--- src/rtl/fc_layer_par.sv ---
// Fully-connected layer: N_OUT neurons accumulate one streamed activation per cycle in parallel,
// then drain biased, scaled, activated and saturated results one neuron at a time.
module fc_layer_par #(
    parameter int WIDTH_IN  = 16,
    parameter int WIDTH_OUT = 16,
    parameter int N_IN      = 4,
    parameter int N_OUT     = 4,
    parameter int FRAC      = 8,
    parameter int RELU      = 1
) (
    input  logic                                   clk_i,
    input  logic                                   reset_n_i,
    input  logic signed [WIDTH_IN-1:0]             data_i,
    input  logic                                   valid_i,
    output logic                                   ready_o,
    output logic signed [WIDTH_OUT-1:0]            data_o,
    output logic                                   valid_o,
    input  logic                                   ready_i,
    input  logic                                   wt_we_i,
    input  logic [$clog2(N_IN*N_OUT+N_OUT)-1:0]    wt_addr_i,
    input  logic [WIDTH_IN-1:0]                    wt_data_i,
    output logic                                   busy_o
);
    localparam int ADDR_W = $clog2(N_IN*N_OUT+N_OUT);
    localparam int ACC_W  = 2*WIDTH_IN + $clog2(N_IN) + 1;
    localparam int SUM_W  = ACC_W + FRAC + 1;
    localparam int K_W    = $clog2(N_IN);
    localparam int J_W    = (N_OUT > 1) ? $clog2(N_OUT) : 1;
    localparam logic [K_W-1:0] K_LAST = K_W'(N_IN-1);
    localparam logic [J_W-1:0] J_LAST = J_W'(N_OUT-1);
    localparam logic signed [SUM_W-1:0] SAT_MAX = SUM_W'((64'sd1 <<< (WIDTH_OUT-1)) - 64'sd1);
    localparam logic signed [SUM_W-1:0] SAT_MIN = ~SAT_MAX;

    typedef enum logic {S_ACCUM, S_DRAIN} state_t;

    state_t                      r_state, w_state_nxt;
    logic                        r_live;
    logic [K_W-1:0]              r_k;
    logic [J_W-1:0]              r_j;
    logic signed [ACC_W-1:0]     r_acc [N_OUT];
    logic signed [WIDTH_IN-1:0]  r_w   [N_OUT][N_IN];
    logic signed [WIDTH_IN-1:0]  r_b   [N_OUT];
    logic signed [2*WIDTH_IN-1:0] w_prod [N_OUT];
    logic                        w_in_fire, w_out_fire;
    logic signed [SUM_W-1:0]     w_sum, w_shr, w_act, w_sat;

    always_ff @(posedge clk_i or negedge reset_n_i) begin
        if (!reset_n_i) r_state <= S_ACCUM;
        else            r_state <= w_state_nxt;
    end

    always_comb begin
        w_state_nxt = r_state;
        ready_o     = 1'b0;
        valid_o     = 1'b0;
        w_in_fire   = 1'b0;
        w_out_fire  = 1'b0;
        case (r_state)
            S_ACCUM: begin
                ready_o   = r_live;
                w_in_fire = valid_i && r_live;
                if (w_in_fire && r_k == K_LAST) w_state_nxt = S_DRAIN;
            end
            S_DRAIN: begin
                valid_o    = 1'b1;
                w_out_fire = ready_i;
                if (ready_i && r_j == J_LAST) w_state_nxt = S_ACCUM;
            end
            default: w_state_nxt = S_ACCUM;
        endcase
        busy_o = (r_k != '0) || (r_state == S_DRAIN);
    end

    always_comb begin
        for (int unsigned o = 0; o < N_OUT; o++)
            w_prod[o] = (2*WIDTH_IN)'(data_i) * (2*WIDTH_IN)'(r_w[o][r_k]);
    end

    // r_live holds ready_o low until the first edge after reset release.
    always_ff @(posedge clk_i or negedge reset_n_i) begin
        if (!reset_n_i) begin
            r_live <= 1'b0;
            r_k    <= '0;
            r_j    <= '0;
            for (int unsigned o = 0; o < N_OUT; o++) r_acc[o] <= '0;
        end else begin
            r_live <= 1'b1;
            if (w_in_fire) begin
                for (int unsigned o = 0; o < N_OUT; o++)
                    r_acc[o] <= r_acc[o] + ACC_W'(w_prod[o]);
                r_k <= (r_k == K_LAST) ? '0 : r_k + 1'b1;
            end
            if (w_out_fire) begin
                if (r_j == J_LAST) begin
                    r_j <= '0;
                    for (int unsigned o = 0; o < N_OUT; o++) r_acc[o] <= '0;
                end else begin
                    r_j <= r_j + 1'b1;
                end
            end
        end
    end

    // Address decode by comparison, so addresses beyond the last bias match nothing.
    always_ff @(posedge clk_i or negedge reset_n_i) begin
        if (!reset_n_i) begin
            for (int unsigned o = 0; o < N_OUT; o++) begin
                r_b[o] <= '0;
                for (int unsigned i = 0; i < N_IN; i++) r_w[o][i] <= '0;
            end
        end else if (wt_we_i && !busy_o) begin
            for (int unsigned o = 0; o < N_OUT; o++) begin
                if (wt_addr_i == ADDR_W'(N_IN*N_OUT + o)) r_b[o] <= wt_data_i;
                for (int unsigned i = 0; i < N_IN; i++)
                    if (wt_addr_i == ADDR_W'(o*N_IN + i)) r_w[o][i] <= wt_data_i;
            end
        end
    end

    always_comb begin
        w_sum = SUM_W'(r_acc[r_j]) + (SUM_W'(r_b[r_j]) <<< FRAC);
        w_shr = w_sum >>> FRAC;
        if (RELU != 0 && w_shr[SUM_W-1]) w_act = '0;
        else                             w_act = w_shr;
        if (w_act > SAT_MAX)      w_sat = SAT_MAX;
        else if (w_act < SAT_MIN) w_sat = SAT_MIN;
        else                      w_sat = w_act;
        data_o = (r_state == S_DRAIN) ? WIDTH_OUT'(w_sat) : '0;
    end
endmodule

--- config.mk ---
export PLATFORM = sky130hd
export DESIGN_NAME = fc_layer_par
export DESIGN_NICKNAME = d
export VERILOG_FILES = /design/src/rtl/fc_layer_par.sv
export SDC_FILE = /design/constraint.sdc
export NUM_CORES = 2
export LEC_CHECK = 0
export BUFFER_PORTS_ARGS = -buffer_cell sky130_fd_sc_hd__buf_4
export CORE_MARGIN = 10
export CORE_UTILIZATION = 65
export CTS_BUF_LIST = sky130_fd_sc_hd__clkbuf_4
export DETAILED_ROUTE_END_ITERATION = 8
export PLACE_DENSITY = 0.89
export SLEW_MARGIN = 20
export SYNTH_ARGS = -nofsm -noshare
export SYNTH_HDL_FRONTEND = slang
export SYNTH_SLANG_ARGS = --single-unit
--- constraint.sdc ---
create_clock -name clk_i -period 10.6 [get_ports clk_i]
set_input_delay 2.12 -clock clk_i [delete_from_list [all_inputs] [get_ports clk_i]]
set_output_delay 2.12 -clock clk_i [all_outputs]
set_load 0.005 [all_outputs]
==> reports/metrics.yaml <==
netlist_area_mm2: 0.06736
globalplace.congestion: 1.000
tns_ns: 0
syn-num-nets: 8399
fin_crit_ns: 8.866
hpwlAfterDp_um: 140400
antenna_left: 0
synth.area.top_cells: "fa_1, dfrtp_1, ha_1, inv_1, mux2_2"
maxCapViolCount: 0
ys.flop_type: "dfrtp_1"
worstSetupStartpointType: "flip-flop"
boundaryPins: 61
slew_headroom_pct: 18.25
synth.distinct_cells: 82
drt-initial-drc-count: 4587
seqCellArea_mm2: 0.01167
grt_max_degree: 109
hp-class: "reg2reg"
critPathSlowestCell: "dfrtp_4"
grt_pass1_wl_um: 297300
fin_skew_ns: 0.07453
yosys-top-cells-count: "inv_1, fa_1, nand2_1"
path_common_cell: "fa_1"
cts_tree: "built"
hp-start: "r_w[33]"
num_rows: 118
post_drt_via_cell_ratio: 6.084
clk_latency_ns: 1.03
path_cells: "mux4_2 > nand2_1 > inv_1 > fa_1 > inv_1 > fa_1 > fa_1 > inv_1 > fa_1 > fa_1 > inv_1 > fa_1 > inv_1 > ha_1 > nand4_1 > nor2_1 > nand3_1 > nor3_1 > a21oi_1 > nand2_1 > a41oi_1 > a21oi_1 > xnor2_1 > a21oi_1"
antenna_found_initial: 19
hold_buffers: 0
cts_sinks: 466
fillerInstances: 6945
async_flop_share_pct: 100.0
r2r-start: "r_k[0]"
rsz0062_at_grt: "no"
drc: 0
cts_resized: 0
setup.worst_path.end_class: "flip-flop"
synth_top_area_share_pct: 36.88
multi_input_area_mm2: 0.04907
fin_crit_sh_pct: 83.64
grt_overflow_total: 0
cts_setup_buffers: 0
coreArea_mm2: 0.1032
path_clk_slew_ns: 0.07
cts-htree-levels: 4
cts_inserted_buffers: 133
synth_edf_count: 0
synth_seq_cells: 466
firstDrtPassIters: 8
yosysWarningCount: 0
initial_utilization_pct: 65.27
fmax_mhz: 112.8
cp.required_ns: 11.47
final_max_slew_viol_count: 0
fp.dieH_um: 341.9
dieWidth_um: 341.9
avgRoutedWirePerCell_um: 22.95
yosysSeqAreaShare_pct: 17.31
finalHoldViolCount: 0
critPathMaxStageDelay_ns: 0.94
cp_max_fo: 40
postSynthCellCount: 6670
track_usage_pct: 32.76
drive_gt1_share_pct: 11.39
cts_buffer_depth: 3
cts-root-buf: "clkbuf_4"
crit_start: "r_k[0]"
grt_pass1_vias: 55110
setup-violations-final: 0
outcome: "finished, final reports clean"
die-area_mm2: 0.1169
worstPathArrival_ns: 9.74
wl_um: 185000
yosysTopAreaCell: "fa_1"
synth_most_common_cell: "inv_1"
syn2layout_area_growth_pct: 4.451
crit_type: "reg2reg"
dr_total_vias: 49040
nets: 8322
synth.avg_cell_area_um2: 10.10
tightest_slew_ns: 1.210
numPortBuffers: 59
## worst paths after layout
path | cells past startpoint | end | slack (ns)
max in group asynchronous | 3 | r_acc[79] | 7.13
hold reg to reg | 1 | r_w[33] | 0.49
min in group asynchronous | 1 | r_w[73] | 1.18
setup / recovery | 24 | r_acc[103] | 1.73
hold / removal | 1 | r_w[33] | 0.49
setup reg to reg | 24 | r_acc[103] | 1.73
## sequential cells by signal, indices dropped and copies added, names as in the netlist
name,cells
r_w,256
r_acc,140
r_b,64
r_j,2
r_k,2
r_live,1
r_state,1
## layout make-up
class / instances / area share (%)
Sequential cell: 466 / 16.58
Timing Repair Buffer: 108 / 1.181
Multi-Input combinational cell: 4434 / 69.75
Clock inverter: 32 / 0.3237
Inverter: 1450 / 7.736
Tap cell: 1380 / 2.454
Clock buffer: 182 / 1.942
Antenna cell: 9 / 0.03201
## cells in the final DEF (no fill, tap or decap), types with 18 or more instances in the layout
cell / count
nor3_1: 29
o211ai_1: 22
nand2b_1: 21
inv_1: 1448
a21o_1: 60
nor2_1: 167
mux4_2: 103
o21ai_0: 54
o21bai_1: 29
a21oi_1: 222
dfrtp_1: 462
clkbuf_4: 182
and2_1: 496
o21ai_1: 37
nand3_1: 31
a211oi_1: 34
ha_1: 446
xor2_1: 33
buf_4: 106
fa_1: 1241
xnor2_1: 124
mux2_2: 315
o21a_1: 18
nand2_1: 741
## critical path: cells and delay by family, from the launching register on
| kind | cells | cell delay [ns] |
|---|---|---|
| flip-flops | 1 | 0.94 |
| multiplexers | 1 | 0.92 |
| adder cells (fa/ha/maj) | 7 | 3.66 |
| AO/OA/AOI/OAI | 4 | 0.68 |
| AND/OR/NAND/NOR | 6 | 1.98 |
| buffers and inverters | 5 | 0.38 |
| XOR/XNOR | 1 | 0.14 |
## stage by stage
stage / instance area, um^2 / hold slack (ns) / setup WS (ns) / std cells / util, %
after floorplan: 67360 / 0.4524 / 2.207 / 6670 / -
after global placement: 68740 / 0.4623 / 1.356 / 7838 / 66.61
after detailed placement: 68740 / 0.4764 / 1.293 / 7838 / 66.61
after CTS: 70340 / 0.4914 / 1.869 / 8052 / 68.15
after global routing: 70340 / 0.4993 / 1.364 / 8054 / 68.16
final: 70360 / 0.4874 / 1.734 / 8061 / 68.17
## cell families after synthesis
kind of cell	Yosys count	share of synthesized area (%)
AOI/OAI and AO/OA	570	5.309
muxes	437	9.011
buffers and inverters	1770	9.891
DFF	466	17.31
xor gates and xnor gates	157	2.041
and+or+nand+nor	1581	11.26
adders and majority gates	1687	45.17
other	2	0.01115
## layer usage
| layer | wire [um] | track usage, % | vias up |
|---|---|---|---|
| met1 | 62010 | 38.06 | 24820 |
| met4 | 12570 | 19.21 | 22 |
| met2 | 86860 | 52.91 | 2954 |
| li1 | - | - | 20320 |
| met3 | 23350 | 10.82 | 930 |
| met5 | 187 | 0 | - |
Power is left out: the tool's default activity adds up to more than one toggle a clock period on the data nets, which glitch-free logic cannot reach.
